<file path="src/rtl/regfile_arb_pkg.sv">
// Shared constants and helpers for the register-file write-port arbiter.
package regfile_arb_pkg;

  localparam int NREQ  = 3;
  localparam int WIDTH = 32;
  localparam int AW    = 5;
  localparam int IDXW  = (NREQ > 1) ? $clog2(NREQ) : 1;

  typedef enum logic [IDXW-1:0] {
    REQ_ALU  = 2'd0,
    REQ_MEM  = 2'd1,
    REQ_LINK = 2'd2
  } req_id_e;

  // Round-robin successor of a granted index, wrapping at n.
  function automatic int rr_next(input int idx, input int n);
    return (idx + 1) % n;
  endfunction

endpackage

</file>
<file path="src/rtl/regfile_write_arbiter_rr_arbiter.sv">
// Combinational round-robin grant: scans upward from ptr_i, wrapping, first request wins.
module rr_arbiter
  import regfile_arb_pkg::*;
#(
  parameter int N  = NREQ,
  parameter int IW = IDXW
) (
  input  logic [N-1:0]  req_i,
  input  logic [IW-1:0] ptr_i,
  output logic [N-1:0]  grant_o,
  output logic [IW-1:0] grant_idx_o
);

  logic found;
  int   j;

  always_comb begin
    grant_o     = '0;
    grant_idx_o = '0;
    found       = 1'b0;
    j           = 0;
    for (int k = 0; k < N; k++) begin
      j = (int'(ptr_i) + k) % N;
      if (!found && req_i[j]) begin
        found       = 1'b1;
        grant_o[j]  = 1'b1;
        grant_idx_o = IW'(j);
      end
    end
  end

endmodule

</file>
<file path="src/rtl/regfile_write_arbiter.sv">
// Round-robin arbitration of writeback requesters onto the single register-file
// write port, with a registered write stage and an in-flight write bitmap.
module regfile_write_arbiter
  import regfile_arb_pkg::*;
#(
  parameter int NREQ  = regfile_arb_pkg::NREQ,
  parameter int WIDTH = regfile_arb_pkg::WIDTH,
  parameter int AW    = regfile_arb_pkg::AW,
  localparam int IW   = (NREQ > 1) ? $clog2(NREQ) : 1
) (
  input  logic                  clk,
  input  logic                  reset_n,
  input  logic [NREQ-1:0]       req_valid,
  output logic [NREQ-1:0]       req_ready,
  input  logic [NREQ*AW-1:0]    req_addr,
  input  logic [NREQ*WIDTH-1:0] req_data,
  output logic                  wr_en,
  output logic [AW-1:0]         wr_addr,
  output logic [WIDTH-1:0]      wr_data,
  output logic [(2**AW)-1:0]    pending,
  output logic [IW-1:0]         grant_idx
);

  logic [NREQ-1:0]  grant;
  logic [IW-1:0]    sel_idx;
  logic [IW-1:0]    ptr_q, ptr_d;
  logic             accept;
  logic [AW-1:0]    sel_addr;
  logic [WIDTH-1:0] sel_data;

  logic             wr_en_q;
  logic [AW-1:0]    wr_addr_q;
  logic [WIDTH-1:0] wr_data_q;
  logic [IW-1:0]    grant_idx_q;

  rr_arbiter #(.N(NREQ), .IW(IW)) u_rr_arbiter (
    .req_i       (req_valid),
    .ptr_i       (ptr_q),
    .grant_o     (grant),
    .grant_idx_o (sel_idx)
  );

  // Ready depends only on req_valid and ptr_q, never on the write stage.
  assign req_ready = reset_n ? grant : '0;
  assign accept    = reset_n && (|grant);
  assign sel_addr  = req_addr[int'(sel_idx)*AW +: AW];
  assign sel_data  = req_data[int'(sel_idx)*WIDTH +: WIDTH];

  always_comb begin
    ptr_d = ptr_q;
    if (accept) begin
      ptr_d = IW'(rr_next(int'(sel_idx), NREQ));
    end
  end

  always_ff @(posedge clk) begin
    if (!reset_n) begin
      ptr_q       <= '0;
      wr_en_q     <= 1'b0;
      wr_addr_q   <= '0;
      wr_data_q   <= '0;
      grant_idx_q <= '0;
    end else begin
      ptr_q   <= ptr_d;
      wr_en_q <= accept && (sel_addr != '0);
      if (accept) begin
        wr_addr_q   <= sel_addr;
        wr_data_q   <= sel_data;
        grant_idx_q <= sel_idx;
      end
    end
  end

  // A staged write coinciding with a reset edge must not reach the register file.
  assign wr_en     = wr_en_q && reset_n;
  assign wr_addr   = wr_addr_q;
  assign wr_data   = wr_data_q;
  assign grant_idx = grant_idx_q;

  always_comb begin
    pending = '0;
    for (int i = 0; i < NREQ; i++) begin
      if (req_valid[i]) begin
        pending[req_addr[i*AW +: AW]] = 1'b1;
      end
    end
    if (wr_en) begin
      pending[wr_addr_q] = 1'b1;
    end
    pending[0] = 1'b0;
  end

endmodule

</file>
<file path="config.mk">
export PLATFORM = sky130hd
export DESIGN_NAME = regfile_write_arbiter
export DESIGN_NICKNAME = d
export VERILOG_FILES = /design/src/rtl/regfile_arb_pkg.sv /design/src/rtl/regfile_write_arbiter_rr_arbiter.sv /design/src/rtl/regfile_write_arbiter.sv
export SDC_FILE = /design/constraint.sdc
export NUM_CORES = 1
export LEC_CHECK = 0
export ABC_AREA = 1
export CAP_MARGIN = 15
export CORE_ASPECT_RATIO = 1.5
export CORE_MARGIN = 4
export CORE_UTILIZATION = 45
export CTS_CLUSTER_SIZE = 16
export DETAILED_ROUTE_END_ITERATION = 6
export PLACE_DENSITY = 0.9
export SLEW_MARGIN = 10
export SYNTH_ARGS = -nofsm -noshare
export SYNTH_HDL_FRONTEND = slang
export SYNTH_SLANG_ARGS = --single-unit
export TNS_END_PERCENT = 100
</file>
<file path="constraint.sdc">
create_clock -name clk -period 3.3 [get_ports clk]
set_clock_uncertainty 0.1 [all_clocks]
set_input_delay 0.66 -clock clk [delete_from_list [all_inputs] [get_ports clk]]
set_output_delay 0.66 -clock clk [all_outputs]
set_load 0.1 [all_outputs]
</file>
==> metrics.md <==
| Metric | Value |
|---|---|
| # DRC | 0 |
| Cts hold-fix bufs | 0 |
| Die footprint | 10200 sq um |
| Core ar. | 8410 sq um |
| Final hold slack | 0.361 ns |
| Max Slew Vio Count | 0 |
| DRT Pass-1 Iters | 5 |
| Final #Nets | 970 |
| Yosys top cell area share | 0.216 |
| Worst Path Arrival | 2.59 ns |
| Diode count | 0 |
| Gp weighted congestion | 1.17 |
| Dpl hpwl | 13600 um |
| Starting density of the core | 0.462 |
| Fill count | 542 |
| Routed Antenna Nets | 0 |
| Failing checks | setup timing |
| Cell breakdown of the critical path | clkdlybuf4s50_1 -> inv_1 -> nor3_1 -> a22oi_1 -> o221ai_2 -> buf_12 |
| I/O pin count | 191 |
| Worst Setup End Kind | primary output |
| Worst-margin pin slew | 0.668 ns |
| Final Hold Viols | 0 |
| Min-Delay Path Class | flip-flop to flip-flop |
| Worst-path fanout max | 6 |
| Syn Area/Cell | 5.90 sq um |
| Synth top area cells | dfxtp_1, nand2_1, inv_1 |
| Yosys warning count | 0 |
| DR iter-0 viols | 419 |
| CTS Buf Count | 5 |
| Critical path's slowest cell | clkdlybuf4s50_1 |
| Area grow syn2layout | 72.4% |
| CTS sink cnt | 42 |
| Worst skew pair latency | 0.28 ns |
| Clock H-tree levels | 2 |
| Post-synthesis sequential area ratio | 0.216 |
| Status | finished with violations |
| Largest net degree at the start of global routing | 42 |
| End point of the critical path | pending[18] |
| CTS tree | built |
| Largest area contributor in the netlist | dfxtp_1 |
| Reg2reg start | ptr_q[0] |
| Max-slew headroom | 0.551 |
| Vias per cell | approximately 5.8 |
| WL per Instance | 17.6 um |
| Crit path required time | 2.54 ns |
| Cell area after synthesis | 3890 sq um |
| Antenna violations before repair | 0 |
| Root buf cell | clkbuf_16 |
| Cells after Synth | 659 |
| Row cnt | approximately 40 |
| Origin of the worst setup path | req_addr[4] |
| #FFs+latches synth | between 40 and 50 |
| Cell variety after synth | 29 |
| Vias in the first global route | 5618 |
| Tot GR Track Use | 0.325 |
| Crit Path Class | primary input to primary output |
| DIE WIDTH | 83.9 um |
| Final setup viols | 2 |
| Layout cells sized above 1 | 0.220 |
| Period utilization | 1.02 |
| Die H | 122 um |
| Congestion Overflow GR | 0 |
| Max stage delay on crit path | approximately 0.61 ns |
| Worst r2r path cells | 13 |
| Tmin final | 3.35 ns |
| CTS Buffer Depth | 2 |
| Reg2reg setup slack | 0.40 ns |
| Fmax | 298 MHz |
| MaxCap Viol Count | 0 |
| Via count | 5544 |
| RR Endpoint | wr_data[4] |
| Worst-path clk slew | 0.06 ns |
| WL final | about 17000 um |
| Setup ws final | -0.0533 ns |
| Syn nets | 779 |
| CP Launch Type | primary input |
| First-pass GRT wire length | 27100 um |
| Port Buffer Count | ~190 |
-- repair_timing --
action / CTS / global route
gates resized for setup: 1 / 3
endpoints found under the setup margin: 3 / 7
setup buffers: 0 / 0
-- kinds of logic after synthesis --
logic type / after synthesis / share of synthesized area
simple gates: 357 / 0.393
flops: 42 / 0.216
buf+inv: 115 / 0.140
compound gates: 140 / 0.237
fa+ha+maj: 4 / 0.0129
other cells: 1 / 0.000964
-- registers in the layout, indices dropped and copies added, names as in the netlist --
name and cells:
wr_data 32, wr_addr 5, grant_idx 2, ptr_q 2, wr_en_q 1
-- how the worst min path moves through the flow --
stage / startpoint / end / slack [ns] / cells after the start
final: wr_data[5] / wr_data[5] / 0.36 / 2
after global routing: wr_data[5] / wr_data[5] / 0.38 / 2
after CTS: wr_data[7] / wr_data[7] / 0.36 / 2
after detailed placement: wr_data[11] / wr_data[11] / 0.35 / 2
after global placement: grant_idx[1] / grant_idx[1] / 0.35 / 2
after floorplan: ptr_q[1] / ptr_q[1] / 0.38 / 2
-- cell usage after synthesis (all sizes together) --
master	n
a21oi	38
a221oi	3
a22oi	22
and3	1
buf	24
clkbuf	6
conb	1
dfxtp	42
ha	4
inv	85
nand2	225
nand3	32
nand4	6
nor2	56
nor3	36
o2111ai	4
o21ai	49
o221ai	24
or2	1
-- cell type report --
| class | instances | area, sq um | share of cell area |
|---|---|---|---|
| multi-input cells | 502 | 2910 | 0.433 |
| repair buffers | 214 | 2360 | 0.351 |
| flip-flops and latches | 42 | 841 | 0.125 |
| inverters | 85 | 323 | 0.0481 |
| well taps | 107 | 134 | 0.0200 |
| clock buffers | 5 | 125 | 0.0187 |
| clock inverters | 3 | 21.3 | 0.00317 |
-- metrics by stage --
| stage | setup TNS [ns] | instances | utilization | instance area, sq um | setup slack, ns |
|---|---|---|---|---|---|
| finish | -0.0882 | 958 | 0.797 | 6710 | -0.0533 |
| global route | -0.207 | 958 | 0.797 | 6710 | -0.127 |
| CTS | 0 | 958 | 0.796 | 6690 | 0.0884 |
| detailed placement | -0.0211 | 950 | 0.778 | 6540 | -0.0141 |
| global placement | 0 | 950 | 0.778 | 6540 | 0.214 |
| floorplan | -1.87 | 659 | - | 4280 | -0.464 |
-- critical path, delay by kind of cell --
family                 cells  cell delay [ns]
AND/OR/NAND/NOR            1             0.52
buffers and inverters      3             0.97
AO/OA/AOI/OAI              2             0.43
-- cell usage in the layout (no fill, tap or decap) --
cell | netlist | final
a21oi_1 | 28 | 28
a21oi_2 | 10 | 10
a221oi_1 | 3 | 3
a22oi_1 | 22 | 22
and3_1 | 1 | 1
buf_12 | 0 | 37
buf_4 | 4 | 62
clkbuf_16 | 0 | 5
clkdlybuf4s50_1 | 0 | 115
clkinv_2 | 0 | 1
clkinv_4 | 0 | 1
clkinvlp_4 | 0 | 2
conb_1 | 1 | 1
dfxtp_1 | 42 | 42
ha_1 | 4 | 4
inv_1 | 78 | 77
inv_2 | 7 | 7
nand2_1 | 203 | 202
nand2_2 | 19 | 20
nand2_4 | 3 | 3
nand3_1 | 29 | 27
nand3_2 | 3 | 5
nand4_1 | 6 | 6
nor2_1 | 56 | 56
nor3_1 | 36 | 32
nor3_2 | 0 | 4
o2111ai_2 | 0 | 4
o21ai_0 | 25 | 22
o21ai_1 | 21 | 23
o21ai_2 | 3 | 4
o221ai_1 | 24 | 2
o221ai_2 | 0 | 4
o221ai_4 | 0 | 18
or2_1 | 1 | 1
-- per-layer routing --
metal	global-route usage	up-vias	wire length [um]
li1	-	2562	-
met1	0.327	2464	5590
met2	0.599	412	8670
met3	0.0778	106	1500
met4	0.198	0	1140
met5	0	-	0
Power is not shown: default switching activity piles up to over one toggle a cycle in this logic, so the estimate is an artifact.
